### config.mk
export PLATFORM = sky130hd
export DESIGN_NAME = memory_responder
export DESIGN_NICKNAME = d
export VERILOG_FILES = /design/src/rtl/cpu_types_pkg.sv /design/src/rtl/memory_responder.sv
export SDC_FILE = /design/constraint.sdc
export NUM_CORES = 1
export LEC_CHECK = 0
export CORE_ASPECT_RATIO = 1.2
export CORE_MARGIN = 3
export CORE_UTILIZATION = 45
export CTS_CLUSTER_SIZE = 20
export DETAILED_ROUTE_END_ITERATION = 7
export PLACE_DENSITY = 0.95
export SLEW_MARGIN = 20
export SYNTH_ARGS = -nofsm -noshare
export SYNTH_HDL_FRONTEND = slang
export SYNTH_SLANG_ARGS = --single-unit
### constraint.sdc
create_clock -name CLK -period 4.5 [get_ports CLK]
set_clock_uncertainty 0.05 [all_clocks]
set_input_delay 0.675 -clock CLK [delete_from_list [all_inputs] [get_ports CLK]]
set_output_delay 0.675 -clock CLK [all_outputs]
set_load 0.005 [all_outputs]
### src/rtl/cpu_types_pkg.sv
// Shared CPU memory-interface types: data word, RAM port status and responder FSM encodings.
// Latency: n/a (types only).
// Backpressure: n/a (types only).
package cpu_types_pkg;

    typedef logic [31:0] word_t;

    // Status reported by the RAM model on its single port.
    typedef enum logic [1:0] {
        FREE   = 2'd0,
        BUSY   = 2'd1,
        ACCESS = 2'd2,
        ERROR  = 2'd3
    } ramstate_t;

    // Responder FSM: idle, one access state per requester, one hit state per requester.
    typedef enum logic [2:0] {
        IDLE  = 3'd0,
        IACC  = 3'd1,
        DACC  = 3'd2,
        IDONE = 3'd3,
        DDONE = 3'd4
    } memresp_state_t;

    // Which requester completed the most recent successful access.
    typedef enum logic {
        INSTR = 1'b0,
        DATA  = 1'b1
    } grant_t;

endpackage

### src/rtl/memory_responder.sv
// Serialises instruction and data requests onto one RAM port and answers with ihit/dhit pulses.
// Latency: request sampled in IDLE, strobes next cycle, hit the cycle after RAM reports ACCESS (min 2).
// Backpressure: requests are held by the requester until hit; RAM stalls via BUSY/FREE, bounded by TIMEOUT.
module memory_responder
    import cpu_types_pkg::*;
#(
    parameter int TIMEOUT = 255
) (
    input  logic      CLK,
    input  logic      nRST,
    input  logic      imemREN,
    input  word_t     imemaddr,
    input  logic      dmemREN,
    input  logic      dmemWEN,
    input  word_t     dmemaddr,
    input  word_t     dmemstore,
    output logic      ihit,
    output logic      dhit,
    output word_t     imemload,
    output word_t     dmemload,
    output logic      memerr,
    output logic      ramREN,
    output logic      ramWEN,
    output word_t     ramaddr,
    output word_t     ramstore,
    input  word_t     ramload,
    input  ramstate_t ramstate
);

    localparam int CW = $clog2(TIMEOUT + 1);

    memresp_state_t state, state_nxt;
    grant_t         last_grant;
    word_t          addr_q;
    word_t          store_q;
    logic           wr_q;
    logic [CW-1:0]  cnt;

    logic grant_i;
    logic grant_d;
    logic acc_ok;
    logic acc_err;
    logic req_held;
    logic timed_out;

    // The counter holds the number of access cycles already completed, so the
    // TIMEOUT-th access cycle is the one that sees cnt == TIMEOUT-1.
    assign timed_out = (cnt == CW'(TIMEOUT - 1));

    // State register; async reset drops the FSM (and so the RAM strobes) at once.
    always_ff @(posedge CLK or negedge nRST) begin
        if (!nRST) begin
            state <= IDLE;
        end else begin
            state <= state_nxt;
        end
    end

    // Next-state and per-cycle event decode (grant, completion, error/timeout).
    always_comb begin
        state_nxt = state;
        grant_i   = 1'b0;
        grant_d   = 1'b0;
        acc_ok    = 1'b0;
        acc_err   = 1'b0;
        req_held  = 1'b0;
        case (state)
            IDLE: begin
                // Data normally wins; instruction wins right after a data access so neither starves.
                if ((dmemREN || dmemWEN) && !(last_grant == DATA && imemREN)) begin
                    grant_d   = 1'b1;
                    state_nxt = DACC;
                end else if (imemREN) begin
                    grant_i   = 1'b1;
                    state_nxt = IACC;
                end
            end
            IACC, DACC: begin
                if (state == IACC) begin
                    req_held = imemREN;
                end else begin
                    req_held = wr_q ? dmemWEN : dmemREN;
                end
                // An abandoned request is dropped silently, even if the RAM finishes this cycle.
                if (!req_held) begin
                    state_nxt = IDLE;
                end else if (ramstate == ACCESS) begin
                    acc_ok    = 1'b1;
                    state_nxt = (state == IACC) ? IDONE : DDONE;
                end else if (ramstate == ERROR || timed_out) begin
                    acc_err   = 1'b1;
                    state_nxt = IDLE;
                end
            end
            IDONE, DDONE: begin
                // One cycle for the requester to drop or replace its request before re-arbitration.
                state_nxt = IDLE;
            end
            default: begin
                state_nxt = IDLE;
            end
        endcase
    end

    // Latched request, timeout counter, load data, fairness memory and error pulse.
    always_ff @(posedge CLK or negedge nRST) begin
        if (!nRST) begin
            addr_q     <= '0;
            store_q    <= '0;
            wr_q       <= 1'b0;
            cnt        <= '0;
            imemload   <= '0;
            dmemload   <= '0;
            last_grant <= INSTR;
            memerr     <= 1'b0;
        end else begin
            memerr <= acc_err;
            if (grant_i) begin
                addr_q <= imemaddr;
            end
            if (grant_d) begin
                addr_q  <= dmemaddr;
                store_q <= dmemstore;
                wr_q    <= dmemWEN;
            end
            if (grant_i || grant_d) begin
                cnt <= '0;
            end else if (state == IACC || state == DACC) begin
                cnt <= cnt + CW'(1);
            end
            if (acc_ok) begin
                if (state == IACC) begin
                    imemload   <= ramload;
                    last_grant <= INSTR;
                end else begin
                    if (!wr_q) begin
                        dmemload <= ramload;
                    end
                    last_grant <= DATA;
                end
            end
        end
    end

    // Moore outputs decoded from state and the latched access kind.
    always_comb begin
        ihit     = (state == IDONE);
        dhit     = (state == DDONE);
        ramREN   = (state == IACC) || (state == DACC && !wr_q);
        ramWEN   = (state == DACC) && wr_q;
        ramaddr  = addr_q;
        ramstore = store_q;
    end

endmodule

* Word-level counts from Yosys, hierarchy flattened
Index checks and enable logic that the tools add are counted.
Word-level totals: output and inout bits 133, word-level logic and storage cells 66, memories kept 0, memory bits (writable) 0, bits in registers 142, ROM bits 0, input bits 135, latch bits 0
Operators by class: $mul 0, add/subtract/negate cells 1, shifts and indexed selects 0, equality and inequality tests 9, reduce and logical (&&, ||, !) cells 18, $lt $le $gt $ge 0, bitwise gates (word level) 2, divide/modulo/power cells 0, muxes and demuxes 27
Operators with widths (number):
- 32-bit two-way mux | 2
- 3-bit two-way mux | 6
- 1-bit two-way mux | 16
- 8-bit two-way mux | 2
- 8-bit by 1-bit adder with 8-bit output (second input constant) | 1
- 8-bit equality test (second input constant) | 1
- 3-bit by 2-bit equality test with 1-bit output (second input constant) | 2
- 3-bit case mux with 2 select lines | 1
- 1-bit logical OR | 5
- 2-bit equality test (second input constant) | 2
- 1-bit logical AND | 4
- 4-bit != test (second input constant) | 1
- 2-bit AND reduction | 2
- 2-bit nonzero test | 2
- 3-bit by 1-bit equality test with 1-bit output (second input constant) | 1
- 3-bit equality test (second input constant) | 1
- 3-bit logical NOT | 1
- 3-bit != test (second input constant) | 1
- 3-bit AND reduction | 1
- 1-bit logical NOT | 2
- 1-bit NOT | 2
- 2-bit OR reduction | 1

* Logic depth before layout (Yosys ltp)
Gate-level depths: netlist of the first run.
word-level depth 7, depth in mapped cells 6

* Least setup slack after synthesis of the first run
Ideal clock, no wire load.
path kind input -> register, start in ramstate[0], end reg dmemload[22], setup time 0.125 ns, arrival 1.590 ns, required time 4.325 ns, path buffers 1, stages 4, setup slack 2.735 ns, cell sequence and2b_1 > nand4b_4 > buf_6 > mux2_4
Between the ends: word-level cells in the longest chain between the ends 5
RTL lines:
- start: declaration | RTL line memory_responder.sv:27 | input ramstate_t ramstate
- 2-bit equality test | RTL line memory_responder.sv:87 | end else if (ramstate == ACCESS) begin
- 1-bit two-way mux | RTL line memory_responder.sv:87
- 1-bit two-way mux | RTL line memory_responder.sv:85 | if (!req_held) begin
- 1-bit two-way mux | RTL line memory_responder.sv:67 | case (state)
- 3-bit AND reduction (no source line)
- end signal: assignment | RTL line memory_responder.sv:137 | dmemload <= ramload;
- end: declaration | RTL line memory_responder.sv:20 | output word_t dmemload,
Every way passes these cells. A chain may end at the register's enable or synchronous reset.

* Worst setup path after layout of the first run
start reg state[2], end out ramWEN
Between the ends: word-level cells in the longest chain between the ends 2
RTL lines:
- start: declaration | RTL line memory_responder.sv:32 | memresp_state_t state, state_nxt;
- start signal: assignment | RTL line memory_responder.sv:55 | state <= state_nxt;
- 3-bit by 2-bit equality test with 1-bit output | RTL line memory_responder.sv:150 | ramWEN = (state == DACC) && wr_q;
- 1-bit logical AND | RTL line memory_responder.sv:150
- end: declaration | RTL line memory_responder.sv:23 | output logic ramWEN,
Every way passes these cells.

==> impl_metrics.json, run 1 <==
{
  "outcome": "completed",
  "drc": 0,
  "tightest_slew_ns": 1.02,
  "die_h_um": 133,
  "dieArea_um2": 14900,
  "period_share": 0.621,
  "finalHoldViolCount": 0,
  "port_buffers": 267,
  "num_io_pins": 268,
  "fmax_mhz": 358,
  "antenna_found_initial": 0,
  "insertion_delay_ns": 0.42,
  "n_antenna_cell": 0,
  "rsz0062_at_grt": "no",
  "p_per_area_nw_per_um2": 670,
  "setup_violations": 0,
  "nFillCells": 839,
  "slew_headroom": 0.323,
  "endpoint_kind": "output pin",
  "num_rows": 45,
  "postLayoutCellArea_um2": 9390,
  "totalWireLength_um": 17000,
  "fp.dieW_um": 112,
  "final_core_util": 0.725,
  "coreArea_um2": 12900,
  "syn_inst": 428,
  "cp-startpoint": "state[2]$_DFFE_PN0P_",
  "yosysWarningCount": 0,
  "seq_area_um2": 3550,
  "r2r_end": "dmemload[21]$_DFFE_PN0P_",
  "clk_pin_slew_ns": 0.06,
  "final_cells": 867,
  "drv_slew": 0,
  "syn2layout_area_growth_pct": 54.8,
  "dpl.cell_count": 835,
  "period_minus_slack_ns": 2.79,
  "rr_startpoint": "state[2]$_DFFE_PN0P_",
  "crit_required_ns": 3.77,
  "post_cts_buffers": 0,
  "clock_sinks": 142,
  "reg2reg_slack_ns": 2.10,
  "leakagePower_nw": 4.15,
  "synth_area_um2": 6070,
  "cts_buffers": 17,
  "design.final.nets": 827,
  "cts.path.max_buffers": 2,
  "ir_drop_mv": 0.357,
  "start_kind": "flip-flop",
  "synth_largest_area_cell": "dfrtp_1",
  "avgRoutedWirePerCell_um": 19.6,
  "ys_types": 42,
  "synth_top_area_share": 0.585,
  "crit_path_end": "ramWEN",
  "dr.pass1.iters": 5,
  "initial_core_util": 0.469,
  "drtAntennaViolNets": 0,
  "overflow": 0,
  "synth_edf_count": 0,
  "grt_pass1_wl_um": 27000,
  "yosysSeqAreaShare": 0.585,
  "place.gp.congestion": 0.798,
  "clock-root-buffer": "clkbuf_16",
  "hold_path_class": "in2async",
  "grt_usage": 0.230,
  "first_iter_violations": 279,
  "arrival_ns": 2.07,
  "cts_max_level": 4,
  "first_global_vias": 5004,
  "ys_ff_latch": 142,
  "synth_ff_type": "dfrtp_1",
  "cts.repair.resized": 0,
  "multi_input_area_um2": 2330,
  "place_area_um2": 8790,
  "synth.avg_cell_area_um2": 14.2,
  "cts_tree": "yes",
  "viasPerCell": 5.41,
  "fin_setup_tns_ns": 0,
  "grt_max_degree": 110,
  "setup.worst_path.class": "reg2out",
  "syn_nets": 565,
  "r2r.worst_path.cells": 3,
  "hpwl_um": 11800,
  "ctsHoldBuffers": 0,
  "synth_area_leaders": "dfrtp_1 (59%), mux2_2 (9.3%), mux2_4 (7.2%), mux2i_1 (5.6%), o21ai_0 (5.6%)",
  "layout-drive-gt1-share": 0.171,
  "vias": 4694,
  "cp_max_fo": 17,
  "synthArstFlopShare": 1.00,
  "drv_cap": 0
}
cells by family after synthesis:
| logic type | share of synthesized area |
|---|---|
| buffers and inverters | 0.0324 |
| DFF | 0.585 |
| adders and majority gates | 0.00412 |
| muxes | 0.256 |
| AOI/OAI and AO/OA | 0.0794 |
| xor gates and xnor gates | 0.00144 |
| and+or+nand+nor | 0.0414 |
routing by layer:
| metal | track usage | up-vias | part of all wire |
|---|---|---|---|
| met4 | 0.102 | 0 | 0.027 |
| met5 | 0 | - | 0 |
| li1 | - | 2073 | - |
| met3 | 0.0872 | 37 | 0.099 |
| met1 | 0.250 | 2321 | 0.36 |
| met2 | 0.399 | 263 | 0.52 |
state kept, by name (all words and copies together) (netlist names):
register    flops
memerr          1
wr_q            1
state           3
cnt             8
last_grant      1
dmemload       32
imemload       32
ramaddr        32
ramstore       32
metrics by stage:
| step | total power, mW | hold slack [ns] | setup slack [ns] |
|---|---|---|---|
| after global placement | 4.72 | 0.411 | 1.76 |
| after CTS | 6.35 | 0.377 | 1.70 |
| after detailed placement | 4.86 | 0.431 | 1.64 |
| final | 6.29 | 0.337 | 1.71 |
| after global routing | 6.64 | 0.401 | 1.60 |
| after floorplan | 3.29 | 0.329 | 2.73 |
power breakdown:
part	internal (mW)	total, mW	switching, mW
Sequential	1.88	2.26	0.378
Combinational	1.69	2.60	0.913
Clock	0.929	1.43	0.506
how the worst min path moves through the flow:
stage          cells past startpoint  slack (ns)                        to
3_3_place_gp                       1        0.41        cnt[7]$_DFFE_PN0P_
6_report                           1        0.34  imemload[16]$_DFFE_PN0P_
2_1_floorplan                      0        0.33        cnt[0]$_DFFE_PN0P_
3_5_place_dp                       1        0.43   ramstore[2]$_DFFE_PN0P_
4_1_cts                            1        0.38  imemload[22]$_DFFE_PN0P_
5_1_grt                            1        0.40  imemload[22]$_DFFE_PN0P_
cell usage in the layout (no fill, tap or decap), types with 4 or more instances in the layout:
cell type / Yosys / routed
nor2_1: 4 / 4
clkbuf_8: 0 / 4
dfrtp_1: 142 / 142
mux2i_1: 34 / 34
a21oi_1: 6 / 6
clkdlybuf4s50_1: 0 / 266
mux2_1: 19 / 19
mux2_4: 29 / 29
mux2_2: 50 / 50
clkbuf_16: 0 / 17
clkbuf_1: 12 / 5
o21ai_0: 68 / 68
critical path: stages, from the launching register on:
cell and delay [ns]:
dfrtp_1 0.59, nor3b_4 0.38, and2_1 0.17, clkdlybuf4s50_1 0.51
area by class of cell:
type,count,area share
Clock buffer,26,0.0532
Inverter,2,0.000799
Tap cell,164,0.0218
Multi-Input combinational cell,257,0.248
Timing Repair Buffer,270,0.287
Clock inverter,6,0.0112
Sequential cell,142,0.378
cell usage after synthesis, types with 2 or more instances:
cell and count:
a21oi_1 6, and2_1 2, buf_4 5, buf_6 9, clkbuf_1 12, dfrtp_1 142, ha_1 2, inv_1 2
mux2_1 19, mux2_2 50, mux2_4 29, mux2i_1 34, nand2_1 3, nand2_2 2, nand2b_1 2, nand3_1 2
nand4_1 2, nor2_1 4, nor3_1 2, nor3b_1 2, nor4_1 2, o21ai_0 68, o21ai_1 2, o31ai_1 3
or3_1 4, or4_1 2
(Power assumes the default switching activity.)
==> inputs of run 2 (changes only) <==
CORE_UTILIZATION = 38   (was 45)
PLACE_DENSITY = 0.89   (was 0.95)
clock period = 2.3 ns   (was 4.5 ns; I/O delays follow)
==> impl_metrics.json, run 2 (synthesis results as in run 1) <==
{
  "outcome": "completed",
  "endpoint_kind": "output pin",
  "cts_buffers": 17,
  "port_buffers": 267,
  "antenna_found_initial": 0,
  "power.switching_mw": 3.56,
  "pre_cts_ws_ns": 0.178,
  "clock-root-buffer": "clkbuf_16",
  "overflow": 0,
  "fmax_mhz": 453,
  "seq_area_um2": 3560,
  "clock_sinks": 142,
  "grt_max_degree": 64,
  "clkPwrFrac": 0.224,
  "layout-drive-gt1-share": 0.197,
  "setup_ws_ns": 0.0930,
  "viasPerCell": 4.89,
  "dieArea_um2": 17500,
  "seqPwrFrac": 0.353,
  "p_per_area_nw_per_um2": 1270,
  "setup_violations": 0,
  "final_cell_mix": "clkdlybuf4s50_1 (266), dfrtp_1 (140), o21ai_0 (68)",
  "crit_required_ns": 1.90,
  "drtAntennaViolNets": 0,
  "insertion_delay_ns": 0.42,
  "place.gp.congestion": 0.780,
  "cts_tree": "yes",
  "arrival_ns": 1.81,
  "slowest_delay_ns": 0.53,
  "fin_setup_tns_ns": 0,
  "coreArea_um2": 15600,
  "fp.dieW_um": 121,
  "first_iter_violations": 168,
  "clk_pin_slew_ns": 0.06,
  "cp_max_fo": 9,
  "p_int_mw": 8.79,
  "num_io_pins": 268,
  "dr.pass1.iters": 4,
  "hold_path_class": "in2async",
  "start_kind": "flip-flop",
  "vias": 4541,
  "n_antenna_cell": 0,
  "slew_headroom": 0.407,
  "grt_pass1_wl_um": 25000,
  "mostFrequentLayoutCell": "clkdlybuf4s50_1",
  "initial_core_util": 0.388,
  "grt_usage": 0.184,
  "design.final.nets": 844,
  "multi_input_area_um2": 2320,
  "power_mw": 12.3,
  "crit_slowest_cell": "clkdlybuf4s50_1",
  "die_h_um": 144,
  "totalWireLength_um": 16200,
  "p_sw_frac": 0.288,
  "leakagePower_nw": 4.28,
  "tightest_slew_ns": 0.883,
  "first_global_vias": 4712,
  "drv_slew": 0,
  "finalHoldViolCount": 0,
  "hpwl_um": 11800,
  "nFillCells": 1193,
  "drc": 0,
  "drv_cap": 0,
  "setup.worst_path.class": "reg2out",
  "cp_cell_sequence": "nor3b_1 -> a21oi_1 -> nor2_1 -> clkdlybuf4s50_1",
  "avgRoutedWirePerCell_um": 17.5,
  "rsz0062_at_grt": "no",
  "ir_drop_mv": 0.542,
  "power_frac_comb": 0.423,
  "num_rows": 50,
  "cts.path.max_buffers": 2,
  "reg2reg_slack_ns": 0.48,
  "cts_max_level": 4,
  "period_share": 0.960,
  "syn2layout_area_growth_pct": 59.9,
  "period_minus_slack_ns": 2.21
}
==> run 2: cell types whose count changed in the layout (fill, tap and decap cells not counted), moves of 2 or more <==
cell,before,now
buf_12,0,10
clkinv_2,3,1
buf_4,3,9
clkinvlp_4,0,2
dfrtp_1,142,140
clkbuf_1,5,0
clkinv_4,0,3
dfrtp_2,0,2
clkbuf_8,4,2
inv_6,0,4
==> run 2: final cells by class <==
| class | count | area share |
|---|---|---|
| clock inverters | 13 | 0.0157 |
| repair buffers | 287 | 0.304 |
| clock buffers | 19 | 0.0467 |
| inverters | 2 | 0.000773 |
| multi-input cells | 257 | 0.240 |
| flip-flops and latches | 142 | 0.366 |
| well taps | 208 | 0.0268 |
==> run 2: routing by layer <==
| metal | up-vias | global-route usage | share of wire |
|---|---|---|---|
| li1 | 2119 | - | - |
| met4 | 0 | 0.0678 | 0.022 |
| met5 | - | 0 | 0 |
| met1 | 2183 | 0.211 | 0.38 |
| met2 | 210 | 0.313 | 0.50 |
| met3 | 29 | 0.0716 | 0.090 |
==> run 2: worst max-delay path: cells and delay by family, from the launching register on <==
kind            cells  cell delay, ns
buf+inv             1            0.53
compound gates      1            0.06
simple gates        2            0.33
flops               1            0.48
==> run 2: power by group through the flow <==
| stage | logic, mW | registers [mW] | clock network, mW |
|---|---|---|---|
| floorplan | 2.07 | 4.36 | 0 |
| global placement | 5.13 | 4.32 | 0 |
| global route | 5.66 | 4.51 | 2.96 |
| finish | 5.22 | 4.36 | 2.77 |
| detailed placement | 5.25 | 4.38 | 0 |
| CTS | 5.30 | 4.37 | 2.85 |
==> run 2: what timing repair did <==
item                       in CTS  in global routing
setup endpoints to repair       2                  0
gates resized for setup         2                  0
hold endpoints to repair       60                  0
buffers inserted                1                  0
hold buffers                    1                  0
==> run 2: final timing paths <==
check / from / end / cells after the start
worst max-delay path: state[0]$_DFFE_PN0P_ / ramREN / 4
worst min-delay path: nRST / imemload[21]$_DFFE_PN0P_ / 2
worst max register to register: state[2]$_DFFE_PN0P_ / dmemload[20]$_DFFE_PN0P_ / 5
worst min register to register: ramstore[5]$_DFFE_PN0P_ / ramstore[5]$_DFFE_PN0P_ / 1
max in group asynchronous: nRST / ramstore[0]$_DFFE_PN0P_ / 3
min in group CLK: ramstore[5]$_DFFE_PN0P_ / ramstore[5]$_DFFE_PN0P_ / 1
==> run 2: metrics by stage <==
stage	util	std cells	area, um^2	hold WS (ns)
4_1_cts	0.621	928	9710	0.434
5_1_grt	0.621	928	9710	0.455
6_report	0.621	928	9710	0.438
3_5_place_dp	0.581	894	9080	0.323
3_3_place_gp	0.581	894	9080	0.329
2_1_floorplan	-	428	6070	-0.000591
==> inputs of run 3 (changes only) <==
PLACE_DENSITY = 0.87   (was 0.89)
==> impl_metrics.json, run 3 (synthesis results as in run 1) <==
{
  "fin_setup_tns_ns": 0,
  "crit_required_ns": 1.90,
  "num_rows": 50,
  "final_cell_mix": "clkdlybuf4s50_1 (266), dfrtp_1 (139), o21ai_0 (68)",
  "hold_path_class": "in2async",
  "drc": 0,
  "rsz0062_at_grt": "no",
  "clock-root-buffer": "clkbuf_16",
  "cp-startpoint": "state[0]$_DFFE_PN0P_",
  "design.final.nets": 842,
  "rr_startpoint": "state[2]$_DFFE_PN0P_",
  "power.switching_mw": 3.55,
  "drtAntennaViolNets": 0,
  "grt_max_degree": 56,
  "initial_core_util": 0.388,
  "vias": 4584,
  "arrival_ns": 1.81,
  "die_h_um": 144,
  "ir_drop_mv": 0.595,
  "p_per_area_nw_per_um2": 1280,
  "r2r.worst_path.cells": 5,
  "dieArea_um2": 17500,
  "avgRoutedWirePerCell_um": 17.8,
  "p_int_mw": 8.72,
  "leakagePower_nw": 4.24,
  "outcome": "completed",
  "place.gp.congestion": 0.755,
  "reg2reg_slack_ns": 0.44,
  "hpwl_um": 12600,
  "cts_buffers": 17,
  "coreArea_um2": 15600,
  "dr.pass1.iters": 4,
  "nFillCells": 1198,
  "endpoint_kind": "output pin",
  "tightest_slew_ns": 0.919,
  "overflow": 0,
  "viasPerCell": 4.95,
  "cts.path.max_buffers": 2,
  "clock_sinks": 142,
  "seqPwrFrac": 0.360,
  "start_kind": "flip-flop",
  "antenna_found_initial": 0,
  "setup_violations": 0,
  "grt_pass1_wl_um": 25500,
  "clk_pin_slew_ns": 0.06,
  "syn2layout_area_growth_pct": 58.5,
  "finalHoldViolCount": 0,
  "power_frac_comb": 0.423,
  "period_share": 0.958,
  "r2r_end": "ramaddr[27]$_DFFE_PN0N_",
  "p_sw_frac": 0.289,
  "period_minus_slack_ns": 2.20,
  "first_iter_violations": 273,
  "clkPwrFrac": 0.217,
  "fp.dieW_um": 121,
  "setup.worst_path.class": "reg2out",
  "totalWireLength_um": 16500,
  "first_global_vias": 4903,
  "grt_usage": 0.188,
  "n_antenna_cell": 0,
  "cts_tree": "yes",
  "drv_slew": 0,
  "cp_max_fo": 9,
  "cts_max_level": 4,
  "insertion_delay_ns": 0.41,
  "slew_headroom": 0.383,
  "holdWs_ns": 0.419,
  "fmax_mhz": 454,
  "mostFrequentLayoutCell": "clkdlybuf4s50_1",
  "num_io_pins": 268,
  "drv_cap": 0,
  "port_buffers": 267,
  "layout-drive-gt1-share": 0.195
}
[run 3: changes by cell type in the layout (fill, tap and decap cells not counted), sizes merged]
cell      previous run  this run
buf                 20        18
clkinvlp             2         1
clkinv               4         8
inv                  7         4
[run 3: layer usage]
layer / vias up / wire length, um / part of all wire / GRT usage
met5: - / 0 / 0 / 0
li1: 2111 / - / - / -
met1: 2205 / 6280 / 0.38 / 0.209
met2: 235 / 8420 / 0.51 / 0.328
met4: 0 / 486 / 0.029 / 0.0855
met3: 33 / 1320 / 0.080 / 0.0634
[run 3: worst max-delay path by stage]
| stage | to | cells after the start |
|---|---|---|
| 6_report | ramREN | 4 |
| 5_1_grt | ramREN | 4 |
| 4_1_cts | dhit | 3 |
| 3_5_place_dp | imemload[6]$_DFFE_PN0P_ | 5 |
| 3_3_place_gp | imemload[25]$_DFFE_PN0P_ | 5 |
| 2_1_floorplan | imemload[26]$_DFFE_PN0P_ | 5 |
[run 3: area by class of cell]
| class | instances | area, um^2 | area share |
|---|---|---|---|
| flip-flops and latches | 142 | 3560 | 0.370 |
| repair buffers | 285 | 2890 | 0.300 |
| multi-input cells | 257 | 2320 | 0.242 |
| clock buffers | 19 | 443 | 0.0460 |
| well taps | 208 | 260 | 0.0271 |
| clock inverters | 13 | 140 | 0.0146 |
| inverters | 2 | 7.51 | 0.000780 |
[run 3: per-stage QoR]
stage / area (um^2) / setup WS, ns / std cells / power [mW] / util
CTS: 9620 / 0.0539 / 926 / 12.4 / 0.615
global route: 9620 / 0.0183 / 926 / 13.0 / 0.615
finish: 9620 / 0.0969 / 926 / 12.3 / 0.615
detailed placement: 9010 / 0.184 / 892 / 9.66 / 0.576
global placement: 9010 / 0.213 / 892 / 9.41 / 0.576
floorplan: 6070 / 0.719 / 428 / 6.44 / -
[run 3: worst max-delay path, cell delays in order (launching register included)]
cell             delay, ns
dfrtp_2               0.49
nor3b_1               0.22
a21oi_1               0.09
nor2_1                0.10
clkdlybuf4s50_1       0.51
[run 3: power groups by stage]
| stage | Combinational (mW) | Clock [mW] | Sequential, mW |
|---|---|---|---|
| after floorplan | 2.07 | 0 | 4.36 |
| after global placement | 5.03 | 0 | 4.39 |
| after detailed placement | 5.22 | 0 | 4.44 |
| after CTS | 5.25 | 2.73 | 4.42 |
| after global routing | 5.59 | 2.84 | 4.55 |
| final | 5.19 | 2.66 | 4.42 |
[run 3: repair_timing]
item,in CTS,in global routing
resized for setup,2,1
endpoints found under the hold margin,52,0
setup endpoints to repair,2,1
setup buffers,1,0
pin swaps,1,0
hold buffers,1,0
